## src/rtl/bram_resp.sv

```systemverilog
// ============================================================================
// Module   : bram_resp
// Purpose  : Block-RAM with read-before-write port and 2-deep response FIFO
// Revision : 1.0
// ============================================================================
`default_nettype none

module bram_resp #(
  parameter int DATA_SZ = 16,
  parameter int ADDR_SZ = 8
) (
  input  logic               i_clk,
  input  logic               i_rst_n,
  input  logic               i_wr,
  input  logic [ADDR_SZ-1:0] i_waddr,
  input  logic [DATA_SZ-1:0] i_wdata,
  input  logic               i_rd,
  input  logic [ADDR_SZ-1:0] i_raddr,
  output logic               o_rd_ready,
  output logic               o_rvalid,
  output logic [DATA_SZ-1:0] o_rdata,
  input  logic               i_rready
);

  localparam int c_DEPTH = 2 ** ADDR_SZ;

  logic [DATA_SZ-1:0] mem_q [c_DEPTH];

  logic               inflight_q, inflight_d;
  logic [DATA_SZ-1:0] inflight_data_q;
  logic [DATA_SZ-1:0] fifo_q [2];
  logic               wptr_q, wptr_d;
  logic               rptr_q, rptr_d;
  logic [1:0]         count_q, count_d;

  logic               w_rd_accept;
  logic               w_push;
  logic               w_pop;
  logic [1:0]         w_occupancy;

  // Occupancy counts the in-flight word too, so the FIFO can never overflow.
  assign w_occupancy = count_q + {1'b0, inflight_q};
  assign o_rvalid    = (count_q != 2'd0);
  assign o_rdata     = o_rvalid ? fifo_q[rptr_q] : '0;
  assign w_pop       = o_rvalid & i_rready;
  assign w_push      = inflight_q;
  assign o_rd_ready  = (w_occupancy < 2'd2) | w_pop;
  assign w_rd_accept = i_rst_n & i_rd & o_rd_ready;

  always_comb begin
    inflight_d = w_rd_accept;
    wptr_d     = wptr_q ^ w_push;
    rptr_d     = rptr_q ^ w_pop;
    count_d    = count_q;
    case ({w_push, w_pop})
      2'b10:   count_d = count_q + 2'd1;
      2'b01:   count_d = count_q - 2'd1;
      default: count_d = count_q;
    endcase
  end

  always_ff @(posedge i_clk or negedge i_rst_n) begin
    if (!i_rst_n) begin
      inflight_q <= 1'b0;
      wptr_q     <= 1'b0;
      rptr_q     <= 1'b0;
      count_q    <= 2'd0;
    end else begin
      inflight_q <= inflight_d;
      wptr_q     <= wptr_d;
      rptr_q     <= rptr_d;
      count_q    <= count_d;
    end
  end

  // Memory is deliberately outside reset; the read samples pre-write contents.
  always_ff @(posedge i_clk) begin
    if (i_rst_n && i_wr) begin
      mem_q[i_waddr] <= i_wdata;
    end
  end

  always_ff @(posedge i_clk) begin
    if (w_rd_accept) begin
      inflight_data_q <= mem_q[i_raddr];
    end
    if (w_push) begin
      fifo_q[wptr_q] <= inflight_data_q;
    end
  end

endmodule

`default_nettype wire

```

## config.mk

```make
export PLATFORM = sky130hd
export DESIGN_NAME = bram_resp
export DESIGN_NICKNAME = d
export VERILOG_FILES = /design/src/rtl/bram_resp.sv
export SDC_FILE = /design/constraint.sdc
export NUM_CORES = 2
export LEC_CHECK = 0
export ABC_AREA = 0
export CORE_MARGIN = 2
export CORE_UTILIZATION = 60
export CTS_BUF_LIST = sky130_fd_sc_hd__clkbuf_8
export CTS_CLUSTER_SIZE = 25
export DETAILED_ROUTE_END_ITERATION = 6
export DONT_BUFFER_PORTS = 1
export PLACE_DENSITY = 0.76
export SLEW_MARGIN = 40
export SYNTH_ARGS = -nofsm -noshare
export SYNTH_HDL_FRONTEND = slang
export SYNTH_MEMORY_MAX_BITS = 65536
export SYNTH_SLANG_ARGS = --single-unit
export TNS_END_PERCENT = 100
```

## constraint.sdc

```tcl
create_clock -name i_clk -period 2.7 [get_ports i_clk]
set_input_delay 0.135 -clock i_clk [delete_from_list [all_inputs] [get_ports i_clk]]
set_output_delay 0.135 -clock i_clk [all_outputs]
set_load 0.02 [all_outputs]
```

==> metrics.cfg <==
[outcome]
status=finished with violations
violations=DRC, hold timing, setup timing

[layout]
stdcell_area_sq_um=182000
layout-area-overhead-vs-synth_pct=13.0
layout.nets=8503
layout_commonest_cell=edfxtp_1
fin_util=0.681
drive_above_1_share=0.271
final_cell_mix=4144 x edfxtp_1, 715 x mux4_2, 661 x buf_4

[worst_setup_path]
crit_type=input pin to register
cp_common_cell=dlygate4sd3_1
path_cells=dlygate4sd3_1, nor2b_4, nand3_1, dlygate4sd3_1, nor2_1, dlygate4sd3_1, dlygate4sd3_1, buf_6
required_ps=3550
startpoint_type=input pin
cp.arrival_ps=3620
crit_path_max_fanout=14
crit_path_end_kind=register
slowest_delay_ps=770
slowest_stage=dlygate4sd3_1

[placed_design]
pre_cts_slack_ps=-2550
io_buffers=0
gp_congestion=0.935
dp_hpwl_um=236000
dpl_cell_area_sq_um=169000

[sta]
final_max_slew_viol_count=0
maxSlewHeadroom=0.266
min_period_ps=2780
finalSetupViolations=16
finalHoldWorstSlack_ps=-939
finClkSkew_ps=121
fin_ws_ps=-75.5
finalHoldViolCount=4096
tightest_slew_ps=1100
finalCritPeriodShare=1.03
max_freq_mhz=360

[floorplanning]
die_h_um=523
pin_count=55
chipWidth_um=523
dieArea_sq_um=273000
rows=190
initial_utilization=0.603
coreArea_sq_um=268000

[grt]
grt-ovfl-total=0
grt_pass1_vias=85165
antenna_found_initial=35
grt_usage=0.320
grt_max_degree=804
grt_pass1_wl_um=615000

[detailed_routing]
drc_errors=19
vias=85888
drt_iter0_drc=13290
drt-total-wl_um=441000
first_pass_iters=7
via_per_inst=6.87
wl_per_cell_um=35.3
ant_nets=0

[synth]
yosysSeqAreaShare=0.772
async_flop_share=0.00121
synth_cell_type_count=65
avgSynthCellArea_sq_um=21.6
synth_cells=7466
synth_top_area_frac=0.771
netlist_top_cells_area=edfxtp_1 77%, mux4_2 10%, mux2i_1 3.7%
syn-cell-area_sq_um=161000
ys_warn_count=0
synth_edf_count=4144
syn-num-nets=7506
yosys.area.top_type=edfxtp_1
ys_ff_latch=4149
ys.flop_type=edfxtp_1

[clocking]
h-tree-depth=6
clock_sinks=4149
cts_setup_buffers=0
ctsHoldBuffers=45
clock_latency_ps=1240
cts_buffers=635
clockBufferDepth=4
cts_tree=yes
cts-root-buf=clkbuf_8
clk_pin_slew_ps=60

[flow_run]
maxCapViolCount=0

[min_path]
hold_path_class=input pin to register

[pwr]
powerDensity_nw_per_um2=683
ir_drop_uv=635
p_leak_nw=59.9

-- synth_stat cells, types with 3 or more instances --
cell       instances
buf_12            43
mux4_2           713
a221oi_1           7
nor4_2             3
clkbuf_4           7
dfrtp_1            5
or2_2              3
a211oi_1         128
o32ai_1            5
o21ai_0           16
nor3_1            77
nand4_1           13
xor2_1             3
a22o_1            10
or3_1              4
o41ai_1           12
buf_8             27
inv_1              7
mux2_2            55
nor4_1            60
nand2b_1          17
clkbuf_1         178
edfxtp_1        4144
nand3_1           49
nor2b_1           16
ha_1               3
a2111oi_0          3
buf_6             40
a22oi_1           19
o2111ai_1          5
buf_1             23
mux2i_1          592
nand2_1           62
buf_4             42
and2_1            79
nor2_1           283
and4b_1            3
a21oi_1          120
buf_2             97
mux4_1            82
o22ai_1          146
o221ai_1         234
-- per-layer routing --
layer  part of all wire  global-route usage  vias to the layer above
met4              0.063               0.174                       26
li1                   -                   -                    33769
met3               0.14              0.0998                     1330
met1               0.34               0.429                    43843
met5            0.00053                   0                        -
met2               0.46               0.475                     6920
-- critical path, delay by kind of cell --
kind          cells  cell delay [ps]
simple gates      3              520
buf+inv           5             2950
-- kinds of logic after synthesis --
group | synth area share
adder cells (fa/ha/maj) | 0.000233
multiplexers | 0.153
AO/OA/AOI/OAI | 0.0326
XOR/XNOR | 0.000272
flip-flops | 0.772
buffers and inverters | 0.0209
AND/OR/NAND/NOR | 0.0202
-- layout make-up --
cell class | count | area (sq um)
inverter | 9 | 46.3
antenna | 29 | 72.6
tap | 3552 | 4440
clock inverter | 454 | 2340
sequential | 4149 | 125000
timing repair buffer | 820 | 8160
clock buffer | 643 | 8850
multi-input combinational | 2848 | 33900
fill | 15997 | 85300
-- path summary, 6_finish.rpt --
| check | slack, ps | start | endpoint | cells after the start |
|---|---|---|---|---|
| worst min register to register | 530 | count_q[1] | count_q[1] | 1 |
| worst min-delay path | -940 | i_wdata[4] | mem_q[69][4] | 0 |
| worst max-delay path | -80 | i_waddr[6] | mem_q[124][9] | 8 |
| worst max register to register | -30 | mem_q[183][13] | inflight_data_q[13] | 8 |
| min in group asynchronous | 410 | i_rst_n | rptr_q | 3 |
| max in group asynchronous | 2060 | i_rst_n | rptr_q | 3 |
-- through the flow --
step                cells  total power, mW  TNS [ps]
global placement    11292             77.9    -55320
floorplan            7466             76.5         0
global route        12492              128      -190
detailed placement  11304             78.0    -36560
CTS                 12466              124         0
finish              12504              125      -639
-- registers in the layout (all words and copies together), names as in the netlist --
name	cells
fifo_q	32
wptr_q	1
rptr_q	1
inflight_q	1
count_q	2
mem_q	4096
inflight_data_q	16
-- where the power goes --
part	switching [mW]	internal [mW]	total [mW]
registers	0.209	71.1	71.3
logic	3.56	2.72	6.28
clock network	24.1	22.9	47.0
total	27.8	96.8	125
-- what timing repair did --
item	CTS	global route
gates cloned	20	3
endpoints found under the hold margin	8062	4096
endpoints found under the setup margin	18	33
pin swaps	0	2
gates resized for setup	24	29
(Power assumes the default switching activity.)
